--- src/rtl/ysyx_22040759_ifu.sv ---
// Instruction fetch unit: owns the fetch PC and keeps one 64-bit bus read outstanding.
// It feeds a 2-entry instruction FIFO toward decode and drops reads that a redirect has made stale.
`timescale 1ns/1ps
module ysyx_22040759_ifu #(
   parameter logic [63:0] RESET_PC = 64'h0000_0000_8000_0000
) (
   input  logic        clock,
   input  logic        reset,
   input  logic        redirect_valid_i,
   input  logic [63:0] redirect_pc_i,
   output logic        if_addr_valid_o,
   output logic [63:0] if_rd_addr_o,
   input  logic        if_data_valid_i,
   input  logic [63:0] if_data_i,
   output logic        inst_valid_o,
   input  logic        inst_ready_i,
   output logic [63:0] inst_pc_o,
   output logic [31:0] inst_o
);

   typedef enum logic [1:0] {IDLE, WAIT, DROP} state_e;

   typedef struct packed {
      logic [63:0] pc;
      logic [31:0] inst;
   } entry_t;

   state_e      state_q, state_d;
   logic [63:0] fetch_pc_q, fetch_pc_d;
   logic [63:0] req_pc_q, req_pc_d;
   logic [63:0] rd_addr_q, rd_addr_d;
   logic        addr_valid_q, addr_valid_d;
   entry_t      fifo_q [2];
   entry_t      fifo_d [2];
   logic        rd_ptr_q, rd_ptr_d;
   logic        wr_ptr_q, wr_ptr_d;
   logic [1:0]  count_q, count_d;
   logic        push, pop;
   entry_t      push_entry;

   assign if_addr_valid_o = addr_valid_q;
   assign if_rd_addr_o    = rd_addr_q;
   assign inst_valid_o    = (count_q != 2'd0) && !redirect_valid_i;
   assign inst_pc_o       = fifo_q[rd_ptr_q].pc;
   assign inst_o          = fifo_q[rd_ptr_q].inst;

   // A redirect cancels both the response push and the decode pop of the same cycle.
   assign pop        = inst_valid_o && inst_ready_i;
   assign push       = (state_q == WAIT) && if_data_valid_i && !redirect_valid_i;
   assign push_entry = {req_pc_q, req_pc_q[2] ? if_data_i[63:32] : if_data_i[31:0]};

   always_comb begin
      // NOTE: every signal gets a default first so no path through this block infers a latch.
      state_d      = state_q;
      fetch_pc_d   = fetch_pc_q;
      req_pc_d     = req_pc_q;
      rd_addr_d    = rd_addr_q;
      addr_valid_d = addr_valid_q;

      case (state_q)
         IDLE: begin
            if (!redirect_valid_i && count_q != 2'd2) begin
               addr_valid_d = 1'b1;
               rd_addr_d    = {fetch_pc_q[63:3], 3'b000};
               req_pc_d     = fetch_pc_q;
               fetch_pc_d   = fetch_pc_q + 64'd4;
               state_d      = WAIT;
            end
         end
         WAIT: begin
            if (if_data_valid_i) begin
               addr_valid_d = 1'b0;
               state_d      = IDLE;
            end else if (redirect_valid_i) begin
               state_d = DROP;
            end
         end
         DROP: begin
            if (if_data_valid_i) begin
               addr_valid_d = 1'b0;
               state_d      = IDLE;
            end
         end
         default: state_d = IDLE;
      endcase

      if (redirect_valid_i) begin
         fetch_pc_d = {redirect_pc_i[63:2], 2'b00};
      end
   end

   always_comb begin
      fifo_d   = fifo_q;
      rd_ptr_d = rd_ptr_q;
      wr_ptr_d = wr_ptr_q;
      count_d  = count_q;

      if (redirect_valid_i) begin
         rd_ptr_d = 1'b0;
         wr_ptr_d = 1'b0;
         count_d  = 2'd0;
      end else begin
         if (push) begin
            fifo_d[wr_ptr_q] = push_entry;
            wr_ptr_d         = ~wr_ptr_q;
         end
         if (pop) begin
            rd_ptr_d = ~rd_ptr_q;
         end
         count_d = count_q + 2'(push) - 2'(pop);
      end
   end

   // NOTE: state uses non-blocking assignments so every flop samples pre-edge values.
   always_ff @(posedge clock or posedge reset) begin
      if (reset) begin
         state_q      <= IDLE;
         fetch_pc_q   <= RESET_PC;
         req_pc_q     <= '0;
         rd_addr_q    <= '0;
         addr_valid_q <= 1'b0;
         // NOTE: the two entries are reset so the decode-facing pc/inst read zero out of reset.
         fifo_q[0]    <= '0;
         fifo_q[1]    <= '0;
         rd_ptr_q     <= 1'b0;
         wr_ptr_q     <= 1'b0;
         count_q      <= 2'd0;
      end else begin
         state_q      <= state_d;
         fetch_pc_q   <= fetch_pc_d;
         req_pc_q     <= req_pc_d;
         rd_addr_q    <= rd_addr_d;
         addr_valid_q <= addr_valid_d;
         fifo_q       <= fifo_d;
         rd_ptr_q     <= rd_ptr_d;
         wr_ptr_q     <= wr_ptr_d;
         count_q      <= count_d;
      end
   end

endmodule

--- config.mk ---
export PLATFORM = sky130hd
export DESIGN_NAME = ysyx_22040759_ifu
export DESIGN_NICKNAME = d
export VERILOG_FILES = /design/src/rtl/ysyx_22040759_ifu.sv
export SDC_FILE = /design/constraint.sdc
export NUM_CORES = 1
export LEC_CHECK = 0
export CAP_MARGIN = 20
export CORE_MARGIN = 5
export CORE_UTILIZATION = 50
export DETAILED_ROUTE_END_ITERATION = 16
export GPL_TIMING_DRIVEN = 0
export PLACE_DENSITY = 0.89
export SYNTH_ARGS = -nofsm -noshare
export SYNTH_HDL_FRONTEND = slang
export SYNTH_SLANG_ARGS = --single-unit
--- constraint.sdc ---
create_clock -name clock -period 17.35 [get_ports clock]
set_input_delay 3.47 -clock clock [delete_from_list [all_inputs] [get_ports clock]]
set_output_delay 3.47 -clock clock [all_outputs]
set_load 0.03 [all_outputs]
==> Implementation_results.wiki <==
{| class="wikitable"
! Metric !! Value
|-
| Number of filler instances in the final layout || 2163
|-
| # resized after CTS || 0
|-
| Clk Latency, worst-skew pair || 500 ps
|-
| EDFF count, synth || 0
|-
| Cells taking the most area after synthesis || sky130_fd_sc_hd__dfrtp_1 (53%), sky130_fd_sc_hd__mux2_2 (21%), sky130_fd_sc_hd__buf_4 (3.3%)
|-
| Remaining number of nets flagged by the antenna check after routing || 0
|-
| Wire length of the first global-routing pass || 65600 um
|-
| Count of distinct cell types in the synthesized netlist || 43
|-
| Via count of the first global-routing pass || 12100
|-
| Height of the die || 183 um
|-
| Multi-input combinational cell area || 0.00626 mm2
|-
| Pin count of the biggest net entering global routing || 138
|-
| Buffer type at the clock tree root || sky130_fd_sc_hd__clkbuf_16
|-
| Cts bufs inserted || 35
|-
| Final Skew || 9.35 ps
|-
| Post-layout minimum cycle time || 8770 ps
|-
| Weighted congestion reported at the end of routability-driven placement || 0.885
|-
| Initial cell density of the core || 0.507
|-
| Max H-tree Level || 2
|-
| Number of antenna violations at the first check in global routing || 3
|-
| Cell with the most instances on the worst path || sky130_fd_sc_hd__clkdlybuf4s50_1
|-
| Syn_area_per_cell || 11.8 um2
|-
| Post-Syn Instances || 1276
|-
| Crit Path Max Fanout || 10
|-
| Critical path required time || 13880 ps
|-
| Synth-to-layout area growth || 30.8%
|-
| Final layout net count || 1748
|-
| Sequence of cells on the critical path || clkdlybuf4s50_1 -> clkbuf_1 -> nor2_1 -> clkdlybuf4s50_1
|-
| HPWL after detailed placement || 29700 um
|-
| Critical path type || in2out
|-
| Largest area contributor in the netlist || sky130_fd_sc_hd__dfrtp_1
|-
| Peak supply drop || 126 uV
|-
| Hold crit path type || reg2reg
|-
| Number of DRC markers in iteration 0 || 889
|-
| IO Count || 295
|-
| Run status || complete, no violations
|-
| Synth warnings || 0
|-
| Total track usage || 0.241
|-
| TNS Setup || 0 ps
|-
| Signal arrival time at the worst endpoint || 5300 ps
|-
| TritonCTS clock tree || built
|-
| Category of the worst setup path capture point || output pin
|-
| Max incr delay on CP || 690 ps
|-
| Slew at the pin closest to its max-slew limit || 882 ps
|-
| GRT overflow || 0
|-
| Average routed wire per standard cell || 20.5 um
|-
| Most common library cell in the layout ignoring fill and taps || sky130_fd_sc_hd__dfrtp_1
|-
| FFs w/ async S/R, synth || 1.00
|-
| Top FF cell, synth || sky130_fd_sc_hd__dfrtp_1
|-
| Worst Path Buf+Inv || 3
|-
| Share of final-layout standard cells stronger than drive strength 1 || 0.256
|-
| Max-slew headroom at the worst pin || 0.412
|-
| Leakage power total || 8.20 nW
|-
| Setup violations, final || 0
|-
| Fraction of the yosys area taken by sequential cells || 0.531
|-
| Site row count || 63
|-
| Number of detailed-routing iterations run before antenna repair || 5
|-
| Commonest cells after routing, fill and taps aside || sky130_fd_sc_hd__dfrtp_1 (318), sky130_fd_sc_hd__clkdlybuf4s50_1 (287), sky130_fd_sc_hd__mux2_2 (282), sky130_fd_sc_hd__nand2_1 (94), sky130_fd_sc_hd__nor2_1 (78)
|-
| Family with the most delay on the worst path || buffers and inverters
|-
| Full die area || 0.0336 mm2
|-
| TritonCTS Sinks || 319
|-
| Post-route DRC || 0
|-
| Core ar. || 0.0296 mm2
|-
| Clock buffer depth || 3
|-
| Critical-path top delay cell || sky130_fd_sc_hd__clkdlybuf4s50_1
|-
| End-of-flow core utilization || 0.663
|-
| Share of the synthesized area in the top cell type || 0.529
|-
| Dpl ws || 8590 ps
|-
| Via-per-instance ratio || 5.59
|-
| Power density of the placed cells || 190 mW/mm2
|-
| Synthesized flop and latch total || 319
|-
| Final worst-path cycle share || 0.506
|-
| Final routed wirelength across all metal layers || 41400 um
|-
| Total count of hold-check failures in the final report || 0
|-
| Vias post-DR || 11300
|-
| PnR worst setup slack || 8580 ps
|-
| Critical Path Start Type || input pin
|-
| Post-CTS Setup Repair Bufs || 0
|-
| Final Max Tran Viols || 0
|-
| Post-cts hold buffer count || 0
|-
| Total of max-cap violations || 0
|-
| Die Width || 183 um
|-
| Netlist area before placement || 0.0150 mm2
|-
| Sequential cell area in the final layout || 0.00798 mm2
|-
| Number of I/O port buffers || 287
|-
| Setup repair after global routing missed its margin || no
|-
| Top achievable clock speed || 114 MHz
|-
| Clock-pin slew reported for the worst setup and hold paths after clock tree synthesis || 60 ps
|}
worst reg2reg max path: cells and delay by family, from the launching register on:
| kind | cells | cell delay, ps |
|---|---|---|
| compound gates | 2 | 390 |
| flops | 1 | 400 |
| simple gates | 2 | 600 |
| buf+inv | 4 | 1300 |
| fa+ha+maj | 1 | 320 |
routing by layer:
metal / share of wire / vias to the layer above / global-route usage
met1: 0.42 / 5677 / 0.320
met2: 0.49 / 411 / 0.406
met5: 0.00027 / - / 0
met3: 0.059 / 89 / 0.0405
li1: - / 5136 / -
met4: 0.031 / 2 / 0.0822
cell families (layout without fill, tap and decap cells):
family,after synthesis,after routing,share of synthesized area
AO/OA/AOI/OAI,161,161,0.0599
AND/OR/NAND/NOR,295,295,0.0977
buffers and inverters,146,497,0.0532
flip-flops,319,319,0.531
other,1,7,0.000249
adder cells (fa/ha/maj),7,7,0.00583
multiplexers,316,316,0.234
XOR/XNOR,31,31,0.0181
registers in the layout (all words and copies together), names as in the netlist:
register,count
count_q,2
fetch_pc_q,62
fifo_q,188
if_addr_valid_o,1
rd_ptr_q,1
req_pc_q,62
state_q,2
wr_ptr_q,1
final cells by class:
cell class	instances	share of cell area
clock buffers	53	0.0537
diodes	2	0.000255
clock inverters	7	0.00560
multi-input cells	815	0.319
plain buffers	136	0.0388
repair buffers	291	0.150
inverters	10	0.00229
flip-flops and latches	319	0.406
well taps	390	0.0248
metrics by stage:
| stage | cell area (um2) | power [mW] | instances | hold slack, ps |
|---|---|---|---|---|
| floorplan | 15000 | 2.33 | 1280 | 444 |
| global placement | 18400 | 2.91 | 1957 | 456 |
| detailed placement | 18500 | 2.99 | 1960 | 465 |
| CTS | 19600 | 3.76 | 2020 | 477 |
| global route | 19700 | 3.92 | 2023 | 503 |
| finish | 19700 | 3.73 | 2023 | 480 |
report_power, final:
part / internal, mW / total [mW] / switching, mW
Combinational: 0.848 / 1.73 / 0.884
Sequential: 1.04 / 1.25 / 0.209
Clock: 0.463 / 0.751 / 0.288
worst paths after layout:
check / depth (start not counted) / from / slack [ps] / endpoint
worst min register to register: 2 / fifo_q[5] / 480 / fifo_q[5]
worst max register to register: 9 / state_q[1] / 14200 / fetch_pc_q[52]
worst max-delay path: 4 / redirect_valid_i / 8580 / inst_valid_o
max in group asynchronous: 4 / reset / 12320 / fifo_q[64]
worst min-delay path: 2 / fifo_q[5] / 480 / fifo_q[5]
min in group asynchronous: 2 / reset / 3480 / fifo_q[86]
synthesized netlist by cell type (16+ instances only):
library cell	count
sky130_fd_sc_hd__buf_4	66
sky130_fd_sc_hd__clkbuf_1	59
sky130_fd_sc_hd__o31ai_1	16
sky130_fd_sc_hd__mux2i_1	34
sky130_fd_sc_hd__xnor2_1	19
sky130_fd_sc_hd__dfrtp_1	318
sky130_fd_sc_hd__nand4_1	19
sky130_fd_sc_hd__nand3_1	26
sky130_fd_sc_hd__nand2_1	94
sky130_fd_sc_hd__o21ai_0	69
sky130_fd_sc_hd__mux2_2	282
sky130_fd_sc_hd__or4_1	20
sky130_fd_sc_hd__a21oi_1	35
sky130_fd_sc_hd__nor2_1	78
sky130_fd_sc_hd__a31oi_1	28
Note: power is estimated with default switching activity, not from simulation.
